--- src/rtl/mips_pkg.sv ---
// Shared definitions for the execute-stage multicycle units.
// Divider state encoding and iteration count.
package mips_pkg;

    typedef enum logic {
        DIV_IDLE = 1'b0,
        DIV_BUSY = 1'b1
    } div_state_t;

    localparam int DIV_ITERS = 32;

endpackage

--- src/rtl/seq_divider.sv ---
// Radix-2 restoring divider, MIPS32 DIV/DIVU semantics.
// One quotient bit per cycle on magnitudes, sign fixed on the last step.
module seq_divider
    import mips_pkg::*;
#(
    parameter int WIDTH = 32
) (
    input  logic             clock,
    input  logic             reset,
    input  logic             OP_div,
    input  logic             OP_divu,
    input  logic [WIDTH-1:0] Dividend,
    input  logic [WIDTH-1:0] Divisor,
    output logic [WIDTH-1:0] Quotient,
    output logic [WIDTH-1:0] Remainder,
    output logic             Stall
);

    localparam int CW = $clog2(DIV_ITERS);
    localparam logic [CW-1:0] CNT_LAST = CW'(DIV_ITERS - 1);

    div_state_t       state_q, state_d;
    logic [CW-1:0]    cnt_q, cnt_d;
    logic             neg_q_q, neg_q_d;
    logic             neg_r_q, neg_r_d;
    logic [WIDTH-1:0] dsh_q, dsh_d;
    logic [WIDTH-1:0] prem_q, prem_d;
    logic [WIDTH-1:0] dvs_q, dvs_d;
    logic [WIDTH-1:0] quo_q, quo_d;
    logic [WIDTH-1:0] rem_q, rem_d;

    logic             start;
    logic             sgn;
    logic             a_neg;
    logic             b_neg;
    logic [WIDTH:0]   shifted;
    logic [WIDTH:0]   trial;
    logic             qbit;
    logic [WIDTH-1:0] q_bits;
    logic [WIDTH-1:0] r_bits;

    assign start = OP_div | OP_divu;
    assign sgn   = OP_div;
    assign a_neg = sgn & Dividend[WIDTH-1];
    assign b_neg = sgn & Divisor[WIDTH-1];

    // Partial remainder stays below the divisor, so the 33-bit sign is exact.
    assign shifted = {prem_q, dsh_q[WIDTH-1]};
    assign trial   = shifted - {1'b0, dvs_q};
    assign qbit    = ~trial[WIDTH];
    assign q_bits  = {dsh_q[WIDTH-2:0], qbit};
    assign r_bits  = qbit ? trial[WIDTH-1:0] : shifted[WIDTH-1:0];

    always_comb begin
        state_d = state_q;
        cnt_d   = cnt_q;
        neg_q_d = neg_q_q;
        neg_r_d = neg_r_q;
        dsh_d   = dsh_q;
        prem_d  = prem_q;
        dvs_d   = dvs_q;
        quo_d   = quo_q;
        rem_d   = rem_q;
        unique case (state_q)
            DIV_IDLE: begin
                if (start) begin
                    state_d = DIV_BUSY;
                    cnt_d   = CNT_LAST;
                    neg_q_d = a_neg ^ b_neg;
                    neg_r_d = a_neg;
                    dsh_d   = a_neg ? -Dividend : Dividend;
                    dvs_d   = b_neg ? -Divisor : Divisor;
                    prem_d  = '0;
                end
            end
            DIV_BUSY: begin
                dsh_d  = q_bits;
                prem_d = r_bits;
                cnt_d  = cnt_q - 1'b1;
                if (cnt_q == '0) begin
                    state_d = DIV_IDLE;
                    quo_d   = neg_q_q ? -q_bits : q_bits;
                    rem_d   = neg_r_q ? -r_bits : r_bits;
                end
            end
        endcase
    end

    always_ff @(posedge clock or negedge reset) begin
        if (!reset) begin
            state_q <= DIV_IDLE;
            cnt_q   <= '0;
            neg_q_q <= 1'b0;
            neg_r_q <= 1'b0;
            dsh_q   <= '0;
            prem_q  <= '0;
            dvs_q   <= '0;
            quo_q   <= '0;
            rem_q   <= '0;
        end else begin
            state_q <= state_d;
            cnt_q   <= cnt_d;
            neg_q_q <= neg_q_d;
            neg_r_q <= neg_r_d;
            dsh_q   <= dsh_d;
            prem_q  <= prem_d;
            dvs_q   <= dvs_d;
            quo_q   <= quo_d;
            rem_q   <= rem_d;
        end
    end

    assign Stall     = (state_q == DIV_BUSY);
    assign Quotient  = quo_q;
    assign Remainder = rem_q;

endmodule

--- config.mk ---
export PLATFORM = sky130hd
export DESIGN_NAME = seq_divider
export DESIGN_NICKNAME = d
export VERILOG_FILES = /design/src/rtl/mips_pkg.sv /design/src/rtl/seq_divider.sv
export SDC_FILE = /design/constraint.sdc
export NUM_CORES = 1
export LEC_CHECK = 0
export ABC_AREA = 1
export CAP_MARGIN = 20
export CORE_ASPECT_RATIO = 1.25
export CORE_MARGIN = 2
export CORE_UTILIZATION = 55
export DETAILED_ROUTE_END_ITERATION = 12
export GPL_ROUTABILITY_DRIVEN = 0
export PLACE_DENSITY = 0.78
export SLEW_MARGIN = 20
export SYNTH_ARGS = -nofsm -noshare
export SYNTH_HDL_FRONTEND = slang
export SYNTH_SLANG_ARGS = --single-unit
--- constraint.sdc ---
create_clock -name clock -period 4.75 [get_ports clock]
set_input_delay 0.475 -clock clock [delete_from_list [all_inputs] [get_ports clock]]
set_output_delay 0.475 -clock clock [all_outputs]
set_load 0.02 [all_outputs]
==> metrics, run 1 <==
CP Capture Type register; fin crit share 87.6%; Syn. warnings 0; Fin Clk Skew 0.0134 ns; Clock Path Buffers 2; number of port buffers 132; relative slew slack 38.3%; critical path launch point type register; non-filler instance count after layout about 2,200; simple-gate share of the synthesized area 32.4%; M1 GR Usage between 30 and 40%; cell taking the most area after synthesis dfrtp_1; cell mode on critical path nand2_1; TritonCTS Buffers 17; post-synthesis sequential area ratio about a third; largest net degree at the start of global routing 95; initial antenna violation count 0; cell area after synthesis ~12,000 um^2; Synth top area share approximately a third; post-synth cell types 52; combinational family with the most area after synthesis simple AND/OR/NAND/NOR gates; Adder-Cell Fraction of Synth Area 3.97%; Worst Hold Class primary input to asynchronous set/reset pin; Crit Path Max Fanout 6; Sequential Area approximately 4200 um^2; clk sinks between 150 and 200; Filler Cells Inserted roughly 2,000; worst skew pair latency ~0.45 ns; top cells by area, synth dfrtp_1 34%, nand2_1 17%, inv_1 7.0%; number of instances in the placed design roughly 2,200; Slew Viols, Final 0; Iteration-0 DRC Markers 1,201; max_cap viols 0; Top FF cell, synth dfrtp_1; Least-Margin Pin Slew around 0.93 ns; Cells after Synth roughly 1,800; top-count cell post-synth nand2_1; EDFF count, synth 0; residual antenna-violating net count after detailed routing 0; vias per cell 5.68; FP Rows 61; hpwl dp roughly 29,000 um; first-pass GRT wire length roughly 62,000 um; clock slew at reported path FFs about 0.070 ns; gr busiest metal met2; # resized after CTS 0; Post-Syn Area per Cell a little under 7 um^2; Multi-input gate area just over 7000 um^2; setup violators final 0; Area Growth Syn to Fin 16.2%; outcome complete, no violations; Worst Path Arrival approximately 4.5 ns; WP data required between 5 and 6 ns; final wirelength between 30,000 and 40,000 um; # DRC 0; Compound-Gate Fraction of Synth Area between 10 and 15%; Worst path slowest cell fa_1; total global-route track usage about a third; root buffer cell clkbuf_16; Fin. Hold Viols 0; wire length per cell 17.3 um; global route overflow 0; Setup CP Type register to register; First-pass DRT Iterations 6; setup bufs post-CTS 0; CTS HTree Levels 4; multiplexer share of the synthesized area 0.0901%; number of global-route vias before repair 12,321; RSZ-0062 raised after global routing no; CP bufs+invs 3; setup_tns 0 ns; layout cell share with drive strength beyond 1 5.92%; CTS tree built; die area 23,900 um^2; layout net count 2,036; f_max about 240 MHz; Yosys reg bits around 170; Synth Area in XOR/XNOR under 10%; crit path time final between 4 and 5 ns; post-layout util between 60% and 70%; Core Region between 20,000 and 25,000 um^2; Post-synth top cells 570 x nand2_1, 232 x inv_1, 168 x dfrtp_1; GRT met2 Usage between 50% and 60%; routed vias approximately 13,000; cts hold-fix bufs 0; Die X 139 um; crit-path leading delay family simple AND/OR/NAND/NOR gates; FFs w/ async S/R, synth 100%; Post-Syn Nets roughly 1,900; Starting Density between 50% and 60%; antenna diode count 0; num ports between 100 and 150; M3 GR Usage around 4.2%; Largest stage delay, worst path between 0.4 and 0.5 ns; die span in y 172 um
==> through the flow <==
stage / setup WS (ns) / area, um^2 / hold WS, ns
2_1_floorplan: 0.979 / 12500 / 0.179
3_3_place_gp: 0.793 / 14000 / 0.464
3_5_place_dp: 0.651 / 14000 / 0.470
4_1_cts: 0.621 / 14500 / 0.136
5_1_grt: 0.203 / 14500 / 0.178
6_report: 0.591 / 14500 / 0.0807
==> registers in the layout, indices dropped and copies added, names as in the netlist <==
signal and cells:
Quotient 32, Remainder 32, dsh_q 32, dvs_q 32
prem_q 32, cnt_q 5, Stall 1, neg_q_q 1
neg_r_q 1
==> logic make-up after synthesis <==
family / after synthesis
xor+xnor: 108
fa+ha+maj: 39
flops: 168
simple gates: 943
buf+inv: 295
compound gates: 270
mux: 1
==> worst paths after layout <==
path	from	end	slack [ns]	cells after the start
max	dsh_q[31]	Quotient[26]	0.59	25
min	reset	cnt_q[3]	0.08	1
max reg2reg	dsh_q[31]	Quotient[26]	0.59	25
min reg2reg	Remainder[23]	Remainder[23]	0.48	2
max in group asynchronous	reset	prem_q[0]	3.48	2
min in group clock	Remainder[23]	Remainder[23]	0.48	2
==> placed cells by master, fill, tap and decap left out, types with 2 or more instances in the layout <==
| cell | instances |
|---|---|
| nand4_1 | 21 |
| clkinv_2 | 4 |
| a31oi_1 | 4 |
| o21ai_0 | 126 |
| buf_4 | 12 |
| nor2_2 | 5 |
| nand3b_1 | 5 |
| o21bai_1 | 9 |
| inv_2 | 6 |
| nor3_1 | 30 |
| a21o_1 | 2 |
| clkdlybuf4s50_1 | 131 |
| nand3_4 | 3 |
| dfrtp_1 | 168 |
| ha_1 | 38 |
| o31ai_1 | 5 |
| nand2_1 | 570 |
| o21ai_2 | 8 |
| nand2_2 | 30 |
| nand3_1 | 109 |
| a21oi_1 | 37 |
| o22ai_1 | 29 |
| and2_1 | 2 |
| nand2_4 | 7 |
| clkbuf_16 | 17 |
| xnor2_1 | 27 |
| o21ai_1 | 8 |
| o311ai_0 | 2 |
| and2_2 | 2 |
| o211ai_1 | 2 |
| clkinvlp_4 | 4 |
| o221ai_1 | 28 |
| nor2_1 | 141 |
| o21a_1 | 4 |
| a21oi_2 | 3 |
| xor2_1 | 81 |
| inv_1 | 231 |
| inv_6 | 3 |
| nor4_1 | 10 |
==> area by class of cell <==
type,instances,area share [%]
multi-input cells,1361,49.1
flip-flops and latches,168,29.0
repair buffers,144,9.73
inverters,237,6.13
clock buffers,18,3.02
well taps,283,2.44
clock inverters,13,0.664
==> worst reg2reg max path, stage by stage, from the launching register on <==
cell	delay [ns]
dfrtp_1	0.32
inv_1	0.06
ha_1	0.23
fa_1	0.41
inv_1	0.10
nand2_1	0.05
nand2_1	0.07
nand3_1	0.08
nand2_2	0.11
nand2_1	0.07
nand2_2	0.11
nand2_4	0.09
nand2_4	0.09
nand2_4	0.09
nand2_8	0.08
ha_1	0.18
nand2_1	0.10
nor3_1	0.29
inv_1	0.07
nor3_1	0.35
nand3_1	0.25
nand2_1	0.15
o21ai_0	0.22
a21oi_1	0.24
xor2_1	0.15
o21ai_0	0.09
==> per-layer routing <==
metal	up-vias	share of wire, %
met4	0	6.7
met2	528	49
met1	5854	39
met3	149	5.7
met5	-	0
li1	6096	-
Power of run 1 is left out: the tool's default activity adds up to more than one toggle a clock period on the data nets, which glitch-free logic cannot reach.
==> run 2: changes to the inputs <==
==> constraint.sdc (replaced) <==
create_clock -name clock -period 4.75 [get_ports clock]
set_input_delay 0.475 -clock clock [delete_from_list [all_inputs] [get_ports clock]]
set_output_delay 0.475 -clock clock [all_outputs]
set_load 0.05 [all_outputs]
==> results of run 2 <==
The final DEF is identical to that of run 1; final timing and power are the same.
Power of run 2 is left out for the same reason.
